### src/rtl/half_interp2_if.sv
// half_interp2_if: input/output handshake bundle for the two-channel half-band interpolator
interface half_interp2_if #(parameter int dw = 16);
    logic in_valid, in_ready, in_ch, out_valid, out_ready, out_ch, out_phase, sat, ch_err;
    logic signed [dw-1:0] in_data, out_data;
    modport master(output in_valid, in_data, in_ch, out_ready,
                   input in_ready, out_valid, out_data, out_ch, out_phase, sat, ch_err);
    modport slave(input in_valid, in_data, in_ch, out_ready,
                  output in_ready, out_valid, out_data, out_ch, out_phase, sat, ch_err);
endinterface

### src/rtl/half_interp2.sv
// half_interp2: two-channel interleaved 7-tap half-band interpolator, upsample by 2
module half_interp2 #(parameter int dw = 16) (
    input logic clk,
    input logic rst,
    half_interp2_if.slave bus
);
    typedef enum logic [2:0] {WAIT_A, WAIT_B, CALC, EMIT0, EMIT1, EMIT2, EMIT3} state_t;
    localparam logic signed [dw+5:0] k9 = (dw+6)'(9);
    localparam logic signed [dw+5:0] k8 = (dw+6)'(8);
    state_t state_q, state_d;
    logic signed [dw-1:0] ha_q [4], ha_d [4], hb_q [4], hb_d [4];
    logic signed [dw-1:0] pend_q, pend_d, odd_a_q, odd_a_d, odd_b_q, odd_b_d, out_data_q, out_data_d;
    logic signed [dw-1:0] y_a, y_b;
    logic out_valid_q, out_valid_d, out_ch_q, out_ch_d, out_phase_q, out_phase_d;
    logic hs, fire, clip_a, clip_b;
    function automatic logic signed [dw+5:0] sx(input logic signed [dw-1:0] v);
        return {{6{v[dw-1]}}, v};
    endfunction
    function automatic logic signed [dw-1:0] interp(input logic signed [dw-1:0] h0, h1, h2, h3,
                                                    output logic clip);
        logic signed [dw+5:0] acc;
        acc = (k9 * (sx(h1) + sx(h2)) - sx(h0) - sx(h3) + k8) >>> 4;
        clip = acc[dw+5:dw-1] != {7{acc[dw+5]}};
        return clip ? (acc[dw+5] ? {1'b1, {(dw-1){1'b0}}} : {1'b0, {(dw-1){1'b1}}}) : acc[dw-1:0];
    endfunction
    assign bus.in_ready  = !rst && (state_q == WAIT_A || state_q == WAIT_B);
    assign hs            = bus.in_valid && bus.in_ready;
    assign fire          = bus.out_valid && bus.out_ready;
    assign bus.ch_err    = hs && (state_q == WAIT_A ? bus.in_ch : !bus.in_ch);
    assign bus.sat       = !rst && state_q == CALC && (clip_a || clip_b);
    assign bus.out_valid = out_valid_q;
    assign bus.out_data  = out_data_q;
    assign bus.out_ch    = out_ch_q;
    assign bus.out_phase = out_phase_q;
    always_comb begin
        state_d = state_q;
        ha_d = ha_q;
        hb_d = hb_q;
        pend_d = pend_q;
        odd_a_d = odd_a_q;
        odd_b_d = odd_b_q;
        y_a = interp(ha_q[0], ha_q[1], ha_q[2], ha_q[3], clip_a);
        y_b = interp(hb_q[0], hb_q[1], hb_q[2], hb_q[3], clip_b);
        case (state_q)
            WAIT_A: if (hs && !bus.in_ch) begin
                pend_d = bus.in_data;
                state_d = WAIT_B;
            end
            WAIT_B: if (hs && bus.in_ch) begin
                ha_d = '{pend_q, ha_q[0], ha_q[1], ha_q[2]};
                hb_d = '{bus.in_data, hb_q[0], hb_q[1], hb_q[2]};
                state_d = CALC;
            end else if (hs) pend_d = bus.in_data;
            CALC: begin
                odd_a_d = y_a;
                odd_b_d = y_b;
                state_d = EMIT0;
            end
            EMIT0: state_d = fire ? EMIT1 : EMIT0;
            EMIT1: state_d = fire ? EMIT2 : EMIT1;
            EMIT2: state_d = fire ? EMIT3 : EMIT2;
            EMIT3: state_d = fire ? WAIT_A : EMIT3;
            default: state_d = WAIT_A;
        endcase
        // output registers are loaded for the state being entered, so a stall reloads identical values
        out_valid_d = state_d inside {EMIT0, EMIT1, EMIT2, EMIT3};
        out_ch_d = state_d inside {EMIT1, EMIT3};
        out_phase_d = state_d inside {EMIT2, EMIT3};
        out_data_d = state_d == EMIT0 ? ha_q[2] :
                     state_d == EMIT1 ? hb_q[2] :
                     state_d == EMIT2 ? odd_a_q :
                     state_d == EMIT3 ? odd_b_q : '0;
    end
    always_ff @(posedge clk) begin
        if (rst) begin
            state_q <= WAIT_A;
            ha_q <= '{default: '0};
            hb_q <= '{default: '0};
            pend_q <= '0;
            odd_a_q <= '0;
            odd_b_q <= '0;
            out_valid_q <= 1'b0;
            out_ch_q <= 1'b0;
            out_phase_q <= 1'b0;
            out_data_q <= '0;
        end else begin
            state_q <= state_d;
            ha_q <= ha_d;
            hb_q <= hb_d;
            pend_q <= pend_d;
            odd_a_q <= odd_a_d;
            odd_b_q <= odd_b_d;
            out_valid_q <= out_valid_d;
            out_ch_q <= out_ch_d;
            out_phase_q <= out_phase_d;
            out_data_q <= out_data_d;
        end
    end
endmodule

### src/flat_wrapper.sv
// flat-port wrapper written by rule: the top's interface ports become plain ports
module half_interp2_flat 
#(parameter int dw = 16)
  (clk, rst, bus_in_valid, bus_in_data, bus_in_ch, bus_out_ready, bus_in_ready, bus_out_valid, bus_out_data, bus_out_ch, bus_out_phase, bus_sat, bus_ch_err);
  half_interp2_if #(.dw(dw)) bus_i ();
  input logic clk;
  input logic rst;
  input wire logic [$bits(bus_i.in_valid)-1:0] bus_in_valid;
  input wire logic [$bits(bus_i.in_data)-1:0] bus_in_data;
  input wire logic [$bits(bus_i.in_ch)-1:0] bus_in_ch;
  input wire logic [$bits(bus_i.out_ready)-1:0] bus_out_ready;
  output wire logic [$bits(bus_i.in_ready)-1:0] bus_in_ready;
  output wire logic [$bits(bus_i.out_valid)-1:0] bus_out_valid;
  output wire logic [$bits(bus_i.out_data)-1:0] bus_out_data;
  output wire logic [$bits(bus_i.out_ch)-1:0] bus_out_ch;
  output wire logic [$bits(bus_i.out_phase)-1:0] bus_out_phase;
  output wire logic [$bits(bus_i.sat)-1:0] bus_sat;
  output wire logic [$bits(bus_i.ch_err)-1:0] bus_ch_err;
  assign bus_i.in_valid = bus_in_valid;
  assign bus_i.in_data = bus_in_data;
  assign bus_i.in_ch = bus_in_ch;
  assign bus_i.out_ready = bus_out_ready;
  assign bus_in_ready = bus_i.in_ready;
  assign bus_out_valid = bus_i.out_valid;
  assign bus_out_data = bus_i.out_data;
  assign bus_out_ch = bus_i.out_ch;
  assign bus_out_phase = bus_i.out_phase;
  assign bus_sat = bus_i.sat;
  assign bus_ch_err = bus_i.ch_err;
  half_interp2 #(.dw(dw)) u_core (.clk(clk), .rst(rst), .bus(bus_i));
endmodule
### config.mk
export PLATFORM = sky130hd
export DESIGN_NAME = half_interp2_flat
export DESIGN_NICKNAME = d
export VERILOG_FILES = /design/src/rtl/half_interp2_if.sv /design/src/rtl/half_interp2.sv /design/src/flat_wrapper.sv
export SDC_FILE = /design/constraint.sdc
export NUM_CORES = 1
export LEC_CHECK = 0
export CAP_MARGIN = 15
export CORE_MARGIN = 3
export CORE_UTILIZATION = 60
export DETAILED_ROUTE_END_ITERATION = 10
export HOLD_SLACK_MARGIN = 0.02
export PLACE_DENSITY_LB_ADDON = 0.05
export RECOVER_POWER = 100
export SYNTH_ARGS = -nofsm -noshare
export SYNTH_HDL_FRONTEND = slang
export SYNTH_SLANG_ARGS = --single-unit
### constraint.sdc
create_clock -name clk -period 9.5 [get_ports clk]
set_input_delay 1.9 -clock clk [delete_from_list [all_inputs] [get_ports clk]]
set_output_delay 1.9 -clock clk [all_outputs]
set_load 0.05 [all_outputs]
==> reports/qor.txt <==
Worst Path Max Fanout: 7
fmax: 0.1117 GHz
net count after synthesis: 1890
cell taking the most area after synthesis: dfxtp_1
Area contributors post-synth: dfxtp_1 (30%), ha_1 (15%), nand2_1 (9.7%), fa_1 (8.1%), a21oi_1 (7.2%)
Yosys top cell area share: 29.78%
Slew @ Worst Pin: 4167 ps
CTS buffer count: 17
RSZ-0062 raised after global routing: false
die width: 154.9 um
row cnt: 53
DRC violations left: 0
clock-pin transition on the worst setup and hold timing paths: 80 ps
antenna violations before repair: 0
first-pass GRT wire length: 53130 um
routed len/inst: 16.72 um
synth cell count leaders: nand2_1 (344), dfxtp_1 (198), a21oi_1 (192)
gr ovfl total: 0
number of synthesized flops with an enable pin: 0
n_diodes: 0
CTS Hold Bufs: 0
leakage power figure: 5.999 nW
class of the most critical hold timing path: register to register
Slew Viols, Final: 224
vias in the first global route: 10590
Post CTS Setup Buffer Count: 0
Die Area: 0.02401 mm2
Startpoint Class: register
overall power: 1.753 mW
clock root buffer: clkbuf_16
Ports: 43
GP Congestion: 0.8933
crit path DAT: 7060 ps
largest stage delay on the critical path: 510 ps
DRT iter0 DRCs: 819
placed cell areas: 0.01390 mm2
Sequential Area: 0.003964 mm2
Synth Area per Inst: 8.052 um2
mapped cell area: 0.01331 mm2
synth unique cells: 64
DR vias: 11020
final setup fails: 0
Die Y: 154.9 um
final worst slack: 543.6 ps
clock skew: 13.15 ps
CTS tree: yes
antenna-violating nets left: 0
ys async rst share: 0%
Initial Utilization: 62.14%
Clock Latency Late Sink: 450 ps
DP HPWL: 24060 um
Final #Nets: 1891
WP data required: 7600 ps
maximum number of pins on one net before global-route repair: 117
Initial DRT Pass Iterations: 5
Max stage delay cell, worst path: fa_1
most common cell in the synthesized netlist: nand2_1
Tmin final: 8956 ps
setup tns final: 0 ps
final hold violations: 0
ys flop type: dfxtp_1
fin crit share: 94.28%
clk buf depth: 2
post-synthesis sequential area ratio: 29.78%
Finished Cell Area: 0.01447 mm2
Fillers: 1881
core box area: 0.02142 mm2
final wirelength: 32460 um
IO buf count: 42
Crit Path Class: register to output port
H-tree Lvls: 4
failing checks: capacitance limit, slew limit
nature of the critical path endpoint: output port
delay-heaviest family, CP: compound AO/OA/AOI/OAI gates
slew margin rel.: -177.8%
Sink Count: 198
via/cell ratio: 5.676
Layout area overhead: 8.686%
pre-CTS WS: 529.9 ps
CP bufs+invs: 3
layout cells sized above 1: 2.939%
YS warnings: 0
status: finished with violations
Yosys reg bits: 198
total global-route track usage: 27.26%
Multi-input gate area: 0.008373 mm2
Synth Instances: 1653
max_cap viols: 4
VDD IR max: 0.1256 mV
Pwr Density: 121.2 mW/mm2
[kinds of logic (layout without fill, tap and decap cells)]
kind of cell / after synthesis / after routing / synth area share [%]
mux: 17 / 17 / 1.288
flops: 198 / 198 / 29.78
fa+ha+maj: 216 / 216 / 23.35
buf+inv: 259 / 273 / 7.370
simple gates: 515 / 515 / 15.76
compound gates: 372 / 372 / 17.45
xor+xnor: 76 / 76 / 5.001
[through the flow]
step                      hold WS [ps]  util (%)  std cells
after floorplan                  431.2         -       1653
after global placement           442.7     64.89       1909
after detailed placement         447.5     64.89       1909
after CTS                        457.5     67.67       1941
after global routing             470.1     67.54       1942
final                            456.7     67.54       1942
[state kept, by name (all words and copies together) (netlist names)]
register,flops
u_core.bus.out_ch,1
u_core.bus.out_data,16
u_core.bus.out_phase,1
u_core.bus.out_valid,1
u_core.ha_q,64
u_core.hb_q,64
u_core.odd_a_q,16
u_core.odd_b_q,16
u_core.pend_q,16
u_core.state_q,3
[final cells by class]
type | instances | area share [%]
Multi-Input combinational cell | 1196 | 57.88
Sequential cell | 198 | 27.40
Inverter | 188 | 4.878
Timing Repair Buffer | 53 | 3.347
Clock buffer | 19 | 2.993
Tap cell | 275 | 2.378
Clock inverter | 13 | 1.124
[tightest hold or removal path: stages (launching register included)]
cell	delay (ps)
dfxtp_1	310
nand2_1	50
a21oi_1	50
[per-layer routing]
metal / vias to the layer above / global-route usage, % / wire [um]
met4: 0 / 6.770 / 596
met1: 5220 / 37.70 / 15390
met5: - / 0 / 0
li1: 5523 / - / -
met2: 240 / 45.52 / 15180
met3: 39 / 3.449 / 1293
[cells in the final DEF (no fill, tap or decap), types with 11 or more instances in the layout]
cell type,n
a211oi_1,18
mux2i_1,16
a221o_1,17
clkdlybuf4s50_1,19
fa_1,54
nor2_1,92
a21o_1,26
dlygate4sd3_1,21
a21oi_1,192
dfxtp_1,198
ha_1,162
xnor2_1,50
nor3_1,17
xor2_1,26
nand2_1,344
o21bai_1,11
o21ai_0,32
a22oi_1,18
clkbuf_16,17
nand3_1,19
inv_1,188
[path summary, 6_finish.rpt]
kind | cells past startpoint | endpoint | startpoint | slack (ps)
worst min-delay path | 2 | u_core.ha_q[9] | u_core.ha_q[9] | 460
worst max-delay path | 25 | bus_sat | u_core.hb_q[16] | 540
worst max register to register | 27 | u_core.odd_a_q[4] | u_core.ha_q[17] | 2440
worst min register to register | 2 | u_core.ha_q[9] | u_core.ha_q[9] | 460
[what timing repair did]
action                     4_1_cts  5_1_grt
gates resized for setup          1        3
setup endpoints to repair        1        1
pin swaps                        0        0
[where the power goes]
part / leakage [nW] / switching [mW] / internal [mW]
logic: 4.12 / 0.107 / 0.0683
clock network: 0.283 / 0.359 / 0.377
registers: 1.60 / 0.00608 / 0.836
total: 6.00 / 0.472 / 1.28
No activity file was read; power rests on OpenSTA's default activity.
